File: src/rtl/ball_pkg.sv
`default_nettype none
// =============================================================================
//  Package     : ball_pkg
//  Description : Shared ball-tree constants, controller state type and helpers.
//  Revision    : 1.0 - initial release
// =============================================================================
package ball_pkg;

    localparam int LEVELS    = 3;
    localparam int NUM_SLOTS = 2**LEVELS - 1;

    // Pixel code the ball bitmaps treat as "no colour here".
    localparam logic [7:0] TRANSPARENT_ENCODING = 8'hFF;

    typedef enum logic [1:0] {
        IDLE    = 2'd0,
        PICK    = 2'd1,
        SPAWN_L = 2'd2,
        SPAWN_R = 2'd3
    } ctrl_state_t;

    // Depth of a slot in the heap-ordered split tree (0 = huge ball).
    function automatic int slot_level(input int idx);
        int lvl;
        lvl = 0;
        for (int l = 1; l < 16; l++) begin
            if (idx + 1 >= (1 << l)) begin
                lvl = l;
            end
        end
        return lvl;
    endfunction

    function automatic logic is_leaf(input int idx, input int levels = LEVELS);
        return slot_level(idx) >= levels - 1;
    endfunction

endpackage
`default_nettype wire

File: src/rtl/lowest_bit_picker.sv
`default_nettype none
// =============================================================================
//  Module      : lowest_bit_picker
//  Description : Priority encoder returning the lowest set bit index of vec_i.
//  Revision    : 1.0 - initial release
// =============================================================================
module lowest_bit_picker #(
    parameter int N     = 7,
    parameter int IDX_W = $clog2(N)
) (
    input  logic [N-1:0]     vec_i,
    output logic [IDX_W-1:0] idx_o,
    output logic             valid_o
);

    always_comb begin
        idx_o = '0;
        for (int i = N - 1; i >= 0; i--) begin
            if (vec_i[i]) begin
                idx_o = IDX_W'(i);
            end
        end
        valid_o = |vec_i;
    end

endmodule
`default_nettype wire

File: src/rtl/ball_split_controller.sv
`default_nettype none
// =============================================================================
//  Module      : ball_split_controller
//  Description : Owns ball slot liveness; pops/splits hit balls at frame start.
//  Revision    : 1.0 - initial release
// =============================================================================
module ball_split_controller
    import ball_pkg::*;
#(
    parameter  int LEVELS    = ball_pkg::LEVELS,
    localparam int NUM_SLOTS = 2**LEVELS - 1,
    localparam int IDX_W     = $clog2(NUM_SLOTS)
) (
    input  logic                 clk,
    input  logic                 resetN,
    input  logic                 startLevel,
    input  logic                 startOfFrame,
    input  logic [NUM_SLOTS-1:0] hit,
    output logic [NUM_SLOTS-1:0] active,
    output logic [NUM_SLOTS-1:0] spawnPulse,
    output logic                 spawnDirRight,
    output logic [IDX_W-1:0]     parentIdx,
    output logic                 scoreValid,
    output logic [3:0]           scoreValue,
    output logic                 levelCleared,
    output logic                 busy
);

    ctrl_state_t          state_q, state_d;
    logic [NUM_SLOTS-1:0] active_q, active_d;
    logic [NUM_SLOTS-1:0] pending_q, pending_d;
    logic                 armed_q, armed_d;
    logic [IDX_W-1:0]     cur_q, cur_d;
    logic [NUM_SLOTS-1:0] spawn_q, spawn_d;
    logic                 dir_q, dir_d;
    logic [IDX_W-1:0]     parent_q, parent_d;
    logic                 score_valid_q, score_valid_d;
    logic [3:0]           score_value_q, score_value_d;
    logic                 cleared_q, cleared_d;

    logic [IDX_W-1:0]     pick_idx;
    logic                 pick_valid;
    logic [NUM_SLOTS-1:0] pick_rest;
    logic [IDX_W-1:0]     left_idx;
    logic [IDX_W-1:0]     right_idx;

    lowest_bit_picker #(
        .N     (NUM_SLOTS),
        .IDX_W (IDX_W)
    ) u_picker (
        .vec_i   (pending_q),
        .idx_o   (pick_idx),
        .valid_o (pick_valid)
    );

    assign pick_rest = pending_q & ~(NUM_SLOTS'(1) << pick_idx);
    assign left_idx  = IDX_W'(2 * int'(cur_q) + 1);
    assign right_idx = IDX_W'(2 * int'(cur_q) + 2);

    always_comb begin
        state_d       = state_q;
        active_d      = active_q;
        // Masking with the registered active vector drops hits on dead slots
        // and on a child in the very cycle its spawn is being registered.
        pending_d     = pending_q | (hit & active_q);
        armed_d       = armed_q;
        cur_d         = cur_q;
        spawn_d       = '0;
        dir_d         = 1'b0;
        parent_d      = '0;
        score_valid_d = 1'b0;
        score_value_d = '0;
        cleared_d     = armed_q && (active_q == '0) && (pending_q == '0) && (state_q == IDLE);

        case (state_q)
            IDLE: begin
                if (startOfFrame && (pending_q != '0)) begin
                    state_d = PICK;
                end
            end
            PICK: begin
                if (pick_valid) begin
                    active_d[pick_idx]  = 1'b0;
                    pending_d[pick_idx] = 1'b0;
                    cur_d               = pick_idx;
                    score_valid_d       = 1'b1;
                    score_value_d       = 4'(1 << slot_level(int'(pick_idx)));
                    if (is_leaf(int'(pick_idx), LEVELS)) begin
                        state_d = (pick_rest != '0) ? PICK : IDLE;
                    end else begin
                        state_d = SPAWN_L;
                    end
                end else begin
                    state_d = IDLE;
                end
            end
            SPAWN_L: begin
                active_d[left_idx] = 1'b1;
                spawn_d[left_idx]  = 1'b1;
                dir_d              = 1'b0;
                parent_d           = cur_q;
                state_d            = SPAWN_R;
            end
            SPAWN_R: begin
                active_d[right_idx] = 1'b1;
                spawn_d[right_idx]  = 1'b1;
                dir_d               = 1'b1;
                parent_d            = cur_q;
                state_d             = (pending_q != '0) ? PICK : IDLE;
            end
            default: state_d = IDLE;
        endcase

        if (startLevel) begin
            state_d       = IDLE;
            active_d      = NUM_SLOTS'(1);
            pending_d     = '0;
            armed_d       = 1'b1;
            spawn_d       = '0;
            dir_d         = 1'b0;
            parent_d      = '0;
            score_valid_d = 1'b0;
            score_value_d = '0;
            cleared_d     = 1'b0;
        end
    end

    always_ff @(posedge clk) begin
        if (resetN) begin
            state_q       <= IDLE;
            active_q      <= '0;
            pending_q     <= '0;
            armed_q       <= 1'b0;
            cur_q         <= '0;
            spawn_q       <= '0;
            dir_q         <= 1'b0;
            parent_q      <= '0;
            score_valid_q <= 1'b0;
            score_value_q <= '0;
            cleared_q     <= 1'b0;
        end else begin
            state_q       <= state_d;
            active_q      <= active_d;
            pending_q     <= pending_d;
            armed_q       <= armed_d;
            cur_q         <= cur_d;
            spawn_q       <= spawn_d;
            dir_q         <= dir_d;
            parent_q      <= parent_d;
            score_valid_q <= score_valid_d;
            score_value_q <= score_value_d;
            cleared_q     <= cleared_d;
        end
    end

    assign active        = active_q;
    assign spawnPulse    = spawn_q;
    assign spawnDirRight = dir_q;
    assign parentIdx     = parent_q;
    assign scoreValid    = score_valid_q;
    assign scoreValue    = score_value_q;
    assign levelCleared  = cleared_q;
    assign busy          = (state_q != IDLE);

endmodule
`default_nettype wire

File: config.mk
export PLATFORM = sky130hd
export DESIGN_NAME = ball_split_controller
export DESIGN_NICKNAME = d
export VERILOG_FILES = /design/src/rtl/ball_pkg.sv /design/src/rtl/lowest_bit_picker.sv /design/src/rtl/ball_split_controller.sv
export SDC_FILE = /design/constraint.sdc
export NUM_CORES = 1
export LEC_CHECK = 0
export CAP_MARGIN = 10
export CELL_PAD_IN_SITES_DETAIL_PLACEMENT = 1
export CELL_PAD_IN_SITES_GLOBAL_PLACEMENT = 1
export CORE_MARGIN = 2
export CORE_UTILIZATION = 36
export CTS_BUF_LIST = sky130_fd_sc_hd__clkbuf_4 sky130_fd_sc_hd__clkbuf_8 sky130_fd_sc_hd__clkbuf_16
export DETAILED_ROUTE_END_ITERATION = 7
export PLACE_DENSITY = 0.74
export SYNTH_ARGS = -nofsm -noshare
export SYNTH_HDL_FRONTEND = slang
export SYNTH_HIERARCHICAL = 1
export SYNTH_SLANG_ARGS = --single-unit
File: constraint.sdc
create_clock -name clk -period 2.75 [get_ports clk]
set_input_delay 0.6875 -clock clk [delete_from_list [all_inputs] [get_ports clk]]
set_output_delay 0.6875 -clock clk [all_outputs]
set_load 0.05 [all_outputs]
==> results.md, run 1 <==
* CTS buffer count at 5
* Die X-Extent at between 60 and 70 microns
* Layout cell share with drive strength beyond 1 at about 10%
* Clock Root Buffer: clkbuf_8
* Final setup viols at 0
* Top_reg_cell synth: dfxtp_1
* Most common cell after layout, fill and taps aside: dfxtp_1
* Largest net degree at the start of global routing at 15
* Minimum clock period at 2.62 ns
* Max-slew headroom at 50.8%
* Slew Limit Fails at 0
* Slew @ Worst Pin at ~0.73 ns
* I/O Buffers at 35
* Routed Antenna Nets at 0
* Top Family by Delay on Critical Path: buffers and inverters
* Max cap viols at 0
* R2R setup slack at between 0.4 and 0.5 ns
* Drt total wl at approximately 4000 microns
* Area Growth Syn to Fin at 32.1%
* Critical Path Max Stage Delay at 0.81 ns
* Final Instance Area at about 2000 sq um
* Number of synthesized flops with an enable pin at 0
* Via-to-Cell Ratio at about 5
* Vias in the first global route at 1,292
* Pwr per Cell Area at 488 nW/um^2
* Clock Latency Late Sink at 0.28 ns
* CP max FO at 14
* Die area at about 4700 sq um
* Final HPWL DP at between 2000 and 3000 microns
* # hold bufs at CTS at 0
* Crit path buf inv count at 1
* CP max stage cell: clkdlybuf4s50_1
* Syn_nets at ~170
* Worst Skew at roughly 0.0055 ns
* Sink Count at 37
* CTS tree: done
* CP endpoint kind: primary output
* Setup bufs post-CTS at 0
* CTS H-tree lvls at 2
* Synthesis Warnings at 6
* Congestion Overflow GR at 0
* Diodes inserted at 0
* Global-route wire length before repair at 6160 microns
* RSZ-0062 raised after global routing: false
* # rows at 23
* RD Place Congestion at about 0.8
* Final Cycle Share at between 90 and 100%
* Startpoint type of the worst setup path: register
* Detailed-route via count at 1,259
* Core Util, Final at between 40% and 50%
* Syn_area_per_cell at about 9.6 sq um
* VDD IR max at roughly 320 uV
* Core area at 4030 sq um
* Kind of critical path: reg2out
* Final #Nets at approximately 210
* Max frequency at around 380 MHz
* Drt initial violations at 38
* Final hold vios at 0
* Avg WL per Cell at approximately 16 microns
* Worst-path clk slew at around 0.070 ns
* Register area share after synthesis at about half
* Initial antenna violation count at 0
* Resized Gates After CTS at 0
* Commonest non-fill, non-tap cells in the layout: 37 x dfxtp_1, 35 x clkdlybuf4s50_1, 14 x a21oi_1
* Synth cell types at 42
* Synthesized flop and latch total at 37
* Leak at ~0.8 nW
* Outcome: completed
* Router iterations before antenna repair at 3
* Max clock buf depth at 2
* Crit-path cells: or2_1, clkdlybuf4s50_1
* Total power at a little under 1 mW
* Synthesized area at ~1500 sq um
* Area post-placement at about 1900 sq um
* Starting Density at 37.5%
* Chip height at approximately 69 microns
* Setup TNS at 0 ns
* Worst EP arrival at just under 2 ns
* All-layer global routing usage at 18.1%
* Worst min-delay path class: reg2reg
* Synthesized instance count at around 160
* Post-synthesis async set-or-reset flop share at 0%
* Io pins at 36
* CP required at around 2 ns
* Drc violations at 0
==> power by group <==
group          leakage [nW]  total [mW]  switching [mW]  internal, mW
logic                 0.444      0.0445          0.0219        0.0226
clock network        0.0477       0.387           0.179         0.209
registers             0.299       0.542         0.00308         0.539
total                 0.790       0.974           0.204         0.770
==> flip-flops by register name, summed over array words and instances, names as in the netlist, named ones only <==
register       cells
scoreValid         1
state_q            1
active             7
spawnPulse         7
spawnDirRight      1
levelCleared       1
cur_q              3
pending_q          7
scoreValue         4
parentIdx          3
armed_q            1
==> per-layer routing <==
layer  up-vias  part of all wire (%)  track usage [%]
met1       596                    46             23.1
met4         0                   1.7             6.86
met2        26                    48             29.8
li1        630                     -                -
met5         -                     0                0
met3         7                   3.7             4.06
==> worst reg2reg max path, delay by kind of cell (launching register included) <==
family                     cells  cell delay [ns]
AOI/OAI and AO/OA              4             0.61
and+or+nand+nor                2             0.70
adders and majority gates      2             0.44
DFF                            1             0.38
==> logic make-up after synthesis <==
family / share of synthesized area (%)
AOI/OAI and AO/OA: 14.2
buffers and inverters: 4.48
adders and majority gates: 4.15
DFF: 49.1
and+or+nand+nor: 27.4
muxes: 0.663
==> cells in the mapped netlist, drive strengths merged (2+ instances only) <==
| cell type | instances | area [sq um] |
|---|---|---|
| nor3b | 3 | 27.5 |
| buf | 5 | 33.8 |
| a31oi | 2 | 12.5 |
| a21o | 3 | 22.5 |
| a21oi | 14 | 70.1 |
| nand3 | 5 | 25.0 |
| nor2b | 6 | 37.5 |
| o211ai | 2 | 15.0 |
| nor2 | 15 | 61.3 |
| o311ai | 2 | 17.5 |
| dfxtp | 37 | 741 |
| clkbuf | 2 | 7.51 |
| inv | 7 | 26.3 |
| nand2 | 10 | 37.5 |
| o22ai | 3 | 18.8 |
| or2 | 2 | 12.5 |
| nand2b | 3 | 26.3 |
| nor3 | 10 | 60.1 |
| and3 | 6 | 37.5 |
| ha | 5 | 62.6 |
| or4 | 2 | 18.8 |
==> layout make-up <==
class                   count  area [sq um]
multi-input cells         107           701
fillers                   453          2040
inverters                   7          26.3
clock buffers               7          90.1
flip-flops and latches     37           741
repair buffers             38           373
well taps                  50          62.6
==> stage by stage <==
step / setup WS [ns] / hold WS (ns) / cells
after floorplan: 0.834 / 0.426 / 158
after global placement: 0.513 / 0.446 / 239
after detailed placement: 0.429 / 0.457 / 239
after CTS: 0.122 / 0.467 / 246
after global routing: 0.0556 / 0.497 / 246
final: 0.131 / 0.464 / 246
==> path summary, 6_finish.rpt <==
path         cells past startpoint               startpoint                       to
max                              2  state_q[0]$_SDFFE_PP0P_                     busy
min                              2    cur_q[2]$_SDFFE_PP0P_    cur_q[2]$_SDFFE_PP0P_
max reg2reg                      8  pending_q[5]$_SDFF_PP0_  state_q[0]$_SDFFE_PP0P_
min reg2reg                      2    cur_q[2]$_SDFFE_PP0P_    cur_q[2]$_SDFFE_PP0P_
Note: power is estimated with default switching activity, not from simulation.
==> run 2: changes to the inputs <==
--- a/config.mk
+++ b/config.mk
@@ -9,10 +9,10 @@
 export CELL_PAD_IN_SITES_DETAIL_PLACEMENT = 1
 export CELL_PAD_IN_SITES_GLOBAL_PLACEMENT = 1
 export CORE_MARGIN = 2
-export CORE_UTILIZATION = 36
+export CORE_UTILIZATION = 39
 export CTS_BUF_LIST = sky130_fd_sc_hd__clkbuf_4 sky130_fd_sc_hd__clkbuf_8 sky130_fd_sc_hd__clkbuf_16
 export DETAILED_ROUTE_END_ITERATION = 7
-export PLACE_DENSITY = 0.74
+export PLACE_DENSITY = 0.79
 export SYNTH_ARGS = -nofsm -noshare
 export SYNTH_HDL_FRONTEND = slang
 export SYNTH_HIERARCHICAL = 1
==> constraint.sdc (replaced) <==
create_clock -name clk -period 3.2 [get_ports clk]
set_input_delay 0.8 -clock clk [delete_from_list [all_inputs] [get_ports clk]]
set_output_delay 0.8 -clock clk [all_outputs]
set_load 0.05 [all_outputs]
==> run 2 against run 1 <==
Against the previous run:
- first-iteration DRC count is 7.9% lower
- via count increased by 2.7%
- sequential cell count unchanged
- total power decreased by 18%
- worst hold slack lost 0.0025 ns
- global-route usage up 2.9 points
- non-clock buffer count did not move
- final cell count decreased by 1.2%
- largest power group unchanged
- critical path depth stayed put
- routed wire length is 2.6% higher
==> results.md, run 2 (synthesis results as in run 1) <==
* Io pins at 36 (unchanged)
* Clock Root Buffer: clkbuf_8
* Commonest non-fill, non-tap cells in the layout: 37 x dfxtp_1, 35 x clkdlybuf4s50_1, 14 x a21oi_1
* Die X-Extent at 66.2 microns (-3.7%)
* Diodes inserted at 0 (unchanged)
* Worst min-delay path class: reg2reg
* Drt initial violations at 35 (-7.9%)
* All-layer global routing usage at 21.0% (+2.9 points)
* Setup bufs post-CTS at 0 (unchanged)
* Sink Count at 37 (unchanged)
* Final HPWL DP at 3140 microns (+5.5%)
* Met1 Wirelength at 1750 microns (-3.5%)
* Clock Latency Late Sink at 0.29 ns (about the same)
* Area Growth Syn to Fin at 30.8%
* # hold bufs at CTS at 0 (unchanged)
* Slew @ Worst Pin at 0.519 ns (-0.213 ns)
* # rows at 22 (-4.3%)
* Max frequency at around 370 MHz
* Congestion Overflow GR at 0 (unchanged)
* CP max stage cell: clkdlybuf4s50_1
* Worst R2R End: state_q[0]$_SDFFE_PP0P_
* Worst EP arrival at 1.94 ns (about the same)
* Worst-path clk slew at 0.07 ns (about the same)
* Reg-to-reg critical path startpoint: pending_q[0]$_SDFF_PP0_
* Avg WL per Cell at 16.6 microns (+3.9%)
* Uppermost layer routed: met4
* Placed Instances at 237 (-0.84%)
* CP endpoint kind: primary output
* Starting Density at 40.9% (+3.5 points)
* VDD IR max at 307 uV (-3.6%)
* Max cap viols at 0 (unchanged)
* CP max FO at 14 (unchanged)
* Setup TNS at 0 ns (unchanged)
* Minimum clock period at about 2.7 ns
* Final hold vios at 0 (unchanged)
* Detailed-route via count at 1,293 (+2.7%)
* I/O Buffers at 35 (unchanged)
* Layout cell share with drive strength beyond 1 at 9.74% (-0.46 points)
* Largest net degree at the start of global routing at 15 (unchanged)
* Worst Setup EP: busy
* Final Cycle Share at between 80% and 90%
* Crit-path cells: or2_1, clkdlybuf4s50_1
* Global-route wire length before repair at 6690 microns (+8.6%)
* Routed Antenna Nets at 0 (unchanged)
* Routed wl met2 at 2030 microns (+6.7%)
* Final setup viols at 0 (unchanged)
* R2R setup slack at 1.10 ns (+0.61 ns)
* Leak at 0.782 nW (-1.0%)
* Drc violations at 0 (unchanged)
* Outcome: completed
* Worst Skew at 0.00334 ns (-0.00212 ns)
* Hold depth at 2 (unchanged)
* Router iterations before antenna repair at 4 (+1)
* Max-slew headroom at 65.3% (+15 points)
* Core area at 3690 sq um (-8.4%)
* Startpoint type of the worst setup path: register
* Drt total wl at 4030 microns (+2.6%)
* Die area at 4380 sq um (-7.3%)
* Initial antenna violation count at 0 (unchanged)
* Final #Nets at 212 (unchanged)
* RD Place Congestion at 0.814 (-0.78%)
* Vias in the first global route at 1,378 (+6.7%)
* Most common cell after layout, fill and taps aside: dfxtp_1
* Setup crit start: state_q[0]$_SDFFE_PP0P_
* Max clock buf depth at 2 (unchanged)
* Chip height at 66.2 microns (-3.7%)
* Via-to-Cell Ratio at 5.32 (+4.0%)
* Critical Path Max Stage Delay at 0.80 ns (about the same)
* CTS H-tree lvls at 2 (unchanged)
* Kind of critical path: reg2out
* RSZ-0062 raised after global routing: false
* Resized Gates After CTS at 0 (unchanged)
* Slew Limit Fails at 0 (unchanged)
* Wire length on met3 at 163 microns (+11%)
* Pwr per Cell Area at 403 nW/um^2 (-17%)
* CTS tree: done
* FF-to-FF path depth at 8 (unchanged)
* Final Non-Filler Cells at 243 (-1.2%)
* CP required at 2.40 ns (+0.34 ns)
* CTS buffer count at 5 (unchanged)
run 2: changes by cell type in the layout (fill, tap and decap cells not counted):
cell,change
clkinv_2,+1
clkbuf_8,-1
clkbuf_4,-1
run 2: routing by layer:
layer,vias up,global-route usage (%)
met5,-,0
met4,0,9.44
met3,7,6.81
met2,30,36.0
met1,626,23.6
li1,630,-
run 2: critical path, delay by kind of cell, from the launching register on:
kind | cells | cell delay, ns
DFF | 1 | 0.65
buffers and inverters | 1 | 0.80
and+or+nand+nor | 1 | 0.20
run 2: metrics by stage:
stage               hold slack, ns  power (mW)  util, %  setup WS [ns]  cell area (sq um)
floorplan                    0.426       0.494        -           1.28               1510
global placement             0.465       0.513     51.5          0.830               1900
detailed placement           0.459       0.514     51.5          0.785               1900
CTS                          0.468       0.809     53.5          0.465               1970
global route                 0.494       0.827     53.5          0.397               1970
finish                       0.461       0.796     53.5          0.460               1970
run 2: how the worst min path moves through the flow:
stage,start,end,slack [ns]
5_1_grt,cur_q[2]$_SDFFE_PP0P_,cur_q[2]$_SDFFE_PP0P_,0.49
2_1_floorplan,cur_q[2]$_SDFFE_PP0P_,cur_q[2]$_SDFFE_PP0P_,0.43
4_1_cts,cur_q[2]$_SDFFE_PP0P_,cur_q[2]$_SDFFE_PP0P_,0.47
3_5_place_dp,cur_q[2]$_SDFFE_PP0P_,cur_q[2]$_SDFFE_PP0P_,0.46
3_3_place_gp,armed_q$_SDFFE_PP0P_,armed_q$_SDFFE_PP0P_,0.47
6_report,cur_q[2]$_SDFFE_PP0P_,cur_q[2]$_SDFFE_PP0P_,0.46
run 2: where the power goes:
group	internal [mW]	switching, mW
logic	0.0194	0.0190
registers	0.463	0.00238
clock network	0.143	0.149
run 2: cell type report:
type	count	area, sq um
clock inverters	1	5.00
inverters	7	26.3
repair buffers	38	373
flip-flops and latches	37	741
well taps	48	60.1
clock buffers	5	68.8
fillers	445	1710
multi-input cells	107	701
==> run 3: changes to the inputs <==
--- a/config.mk
+++ b/config.mk
@@ -13,6 +13,7 @@
 export CTS_BUF_LIST = sky130_fd_sc_hd__clkbuf_4 sky130_fd_sc_hd__clkbuf_8 sky130_fd_sc_hd__clkbuf_16
 export DETAILED_ROUTE_END_ITERATION = 7
 export PLACE_DENSITY = 0.79
+export SETUP_SLACK_MARGIN = 0.5
 export SYNTH_ARGS = -nofsm -noshare
 export SYNTH_HDL_FRONTEND = slang
 export SYNTH_HIERARCHICAL = 1
==> run 3 against run 2 <==
Against the previous run:
- register-to-register slack about the same
- first-iteration DRC count unchanged
- sequential power about the same
- worst hold slack unchanged
- clock power about the same
- critical path depth unchanged
- setup slack better by 0.28 ns
- utilization about the same
- final cell count unchanged
- combinational power about the same
- die area unchanged
- global-route usage unchanged
- critical path type unchanged
==> results.md, run 3 (synthesis results as in run 1) <==
* Outcome: completed
* Routed Antenna Nets at 0 (unchanged)
* Clock Root Buffer: clkbuf_8
* Sequential share of power at 58.5% (about the same)
* WHS at 0.461 ns (unchanged)
* Die X-Extent at 66.2 microns (unchanged)
* Router iterations before antenna repair at 4 (unchanged)
* CTS H-tree lvls at 2 (unchanged)
* Drc violations at 0 (unchanged)
* CP required at 2.40 ns (about the same)
* Drt initial violations at 35 (unchanged)
* Worst EP arrival at 1.66 ns (-0.28 ns)
* Final setup viols at 0 (unchanged)
* Clock Latency Late Sink at 0.29 ns (about the same)
* Area Growth Syn to Fin at 30.8% (about the same)
* Global-route wire length before repair at 6690 microns (unchanged)
* Core area at 3690 sq um (unchanged)
* CP endpoint kind: primary output
* Worst R2R End: state_q[0]$_SDFFE_PP0P_
* Leak at 0.787 nW (+0.62%)
* Core Util, Final at 53.5% (about the same)
* Die area at 4380 sq um (unchanged)
* R2R setup slack at 1.10 ns (about the same)
* Avg WL per Cell at 16.6 microns (about the same)
* Hold depth at 2 (unchanged)
* Worst hold path endpoint: cur_q[2]$_SDFFE_PP0P_
* RSZ-0062 raised after global routing: false
* CP max FO at 14 (unchanged)
* All-layer global routing usage at 21.0% (unchanged)
* Vias in the first global route at 1,378 (unchanged)
* Max clock buf depth at 2 (unchanged)
* # rows at 22 (unchanged)
* FF-to-FF path depth at 8 (unchanged)
* VDD IR max at 307 uV (unchanged)
* Commonest non-fill, non-tap cells in the layout: 37 x dfxtp_1, 34 x clkdlybuf4s50_1, 14 x a21oi_1
* Fillers at 446 (+0.22%)
* Minimum clock period at 2.46 ns (-0.278 ns)
* Sink Count at 37 (unchanged)
* Slew Limit Fails at 0 (unchanged)
* Detailed-route via count at 1,293 (unchanged)
* Drt total wl at 4030 microns (about the same)
* Worst-path clk slew at 0.07 ns (about the same)
* Layout cell share with drive strength beyond 1 at 9.74% (unchanged)
* Congestion Overflow GR at 0 (unchanged)
* Most common cell after layout, fill and taps aside: dfxtp_1
* CTS buffer count at 5 (unchanged)
* I/O Buffers at 35 (unchanged)
* Via-to-Cell Ratio at 5.32 (unchanged)
* Slew @ Worst Pin at 0.519 ns (unchanged)
* Diodes inserted at 0 (unchanged)
* RD Place Congestion at 0.814 (unchanged)
* # hold bufs at CTS at 0 (unchanged)
* Final Cycle Share at 76.9% (-8.7 points)
* Final hold vios at 0 (unchanged)
* Chip height at 66.2 microns (unchanged)
* Max-slew headroom at 65.3% (unchanged)
* Worst min-delay path class: reg2reg
* Final Non-Filler Cells at 243 (unchanged)
* Clock power share at 36.7% (about the same)
* Max cap viols at 0 (unchanged)
* Final HPWL DP at 3140 microns (unchanged)
* Internal Power at 625 uW (about the same)
* Max frequency at 406 MHz (+11%)
* Pwr per Cell Area at 403 nW/um^2 (about the same)
* Hold Crit Start: cur_q[2]$_SDFFE_PP0P_
* Reg-to-reg critical path startpoint: pending_q[0]$_SDFF_PP0_
* CTS tree: done
* Combinational power share at 4.8% (about the same)
* Switch share at 21.4% (about the same)
* Worst Skew at 0.00336 ns (+0.0000214 ns)
* Largest net degree at the start of global routing at 15 (unchanged)
* Startpoint type of the worst setup path: register
* Final #Nets at 212 (unchanged)
* Io pins at 36 (unchanged)
* Kind of critical path: reg2out
* Setup TNS at 0 ns (unchanged)
* Net Sw Power at 170 uW (about the same)
* Initial antenna violation count at 0 (unchanged)
* Placed Instances at 237 (unchanged)
* Starting Density at 40.9% (unchanged)
* Total power at 796 uW (about the same)
[run 3: worst max-delay path, cell delays in order, from the launching register on]
cell           delay, ns
dfxtp_1             0.65
or2_1               0.19
dlygate4sd2_1       0.53
[run 3: cell type report]
type                       instances  area [sq um]  share of cell area, %
sequential                        37           741                   37.5
multi-input combinational        107           701                   35.5
timing repair buffer              38           372                   18.8
clock buffer                       5          68.8                   3.49
tap                               48          60.1                   3.04
inverter                           7          26.3                   1.33
clock inverter                     1          5.00                  0.254
[run 3: worst max path at each step]
stage                         endpoint                    start  cells past startpoint
6_report                          busy  state_q[0]$_SDFFE_PP0P_                      2
5_1_grt                           busy  state_q[0]$_SDFFE_PP0P_                      2
4_1_cts                           busy  state_q[0]$_SDFFE_PP0P_                      2
3_5_place_dp                      busy  state_q[0]$_SDFFE_PP0P_                      2
3_3_place_gp                      busy  state_q[0]$_SDFFE_PP0P_                      2
2_1_floorplan  state_q[0]$_SDFFE_PP0P_  pending_q[0]$_SDFF_PP0_                      8
[run 3: per-stage QoR]
stage	setup WS, ns	instance area, sq um
CTS	0.742	1970
global placement	0.830	1900
finish	0.739	1970
global route	0.675	1970
floorplan	1.28	1510
detailed placement	0.785	1900
[run 3: metal layers]
| layer | vias to the layer above | part of all wire [%] | global-route usage (%) |
|---|---|---|---|
| met4 | 0 | 2.2 | 9.44 |
| met3 | 7 | 3.9 | 6.81 |
| met2 | 30 | 50 | 36.0 |
| li1 | 630 | - | - |
| met1 | 626 | 43 | 23.6 |
| met5 | - | 0 | 0 |
[run 3: repair_timing]
action                                  in CTS  in global routing
setup buffers                                0                  0
resized for setup                            1                  0
endpoints found under the setup margin       1                  0
hold endpoints to repair                     0                  0
[run 3: power groups by stage]
stage / Sequential [mW] / Combinational, mW / Clock (mW)
3_3_place_gp: 0.476 / 0.0371 / 0
6_report: 0.465 / 0.0383 / 0.292
5_1_grt: 0.465 / 0.0413 / 0.320
2_1_floorplan: 0.480 / 0.0140 / 0
4_1_cts: 0.465 / 0.0386 / 0.305
3_5_place_dp: 0.476 / 0.0384 / 0
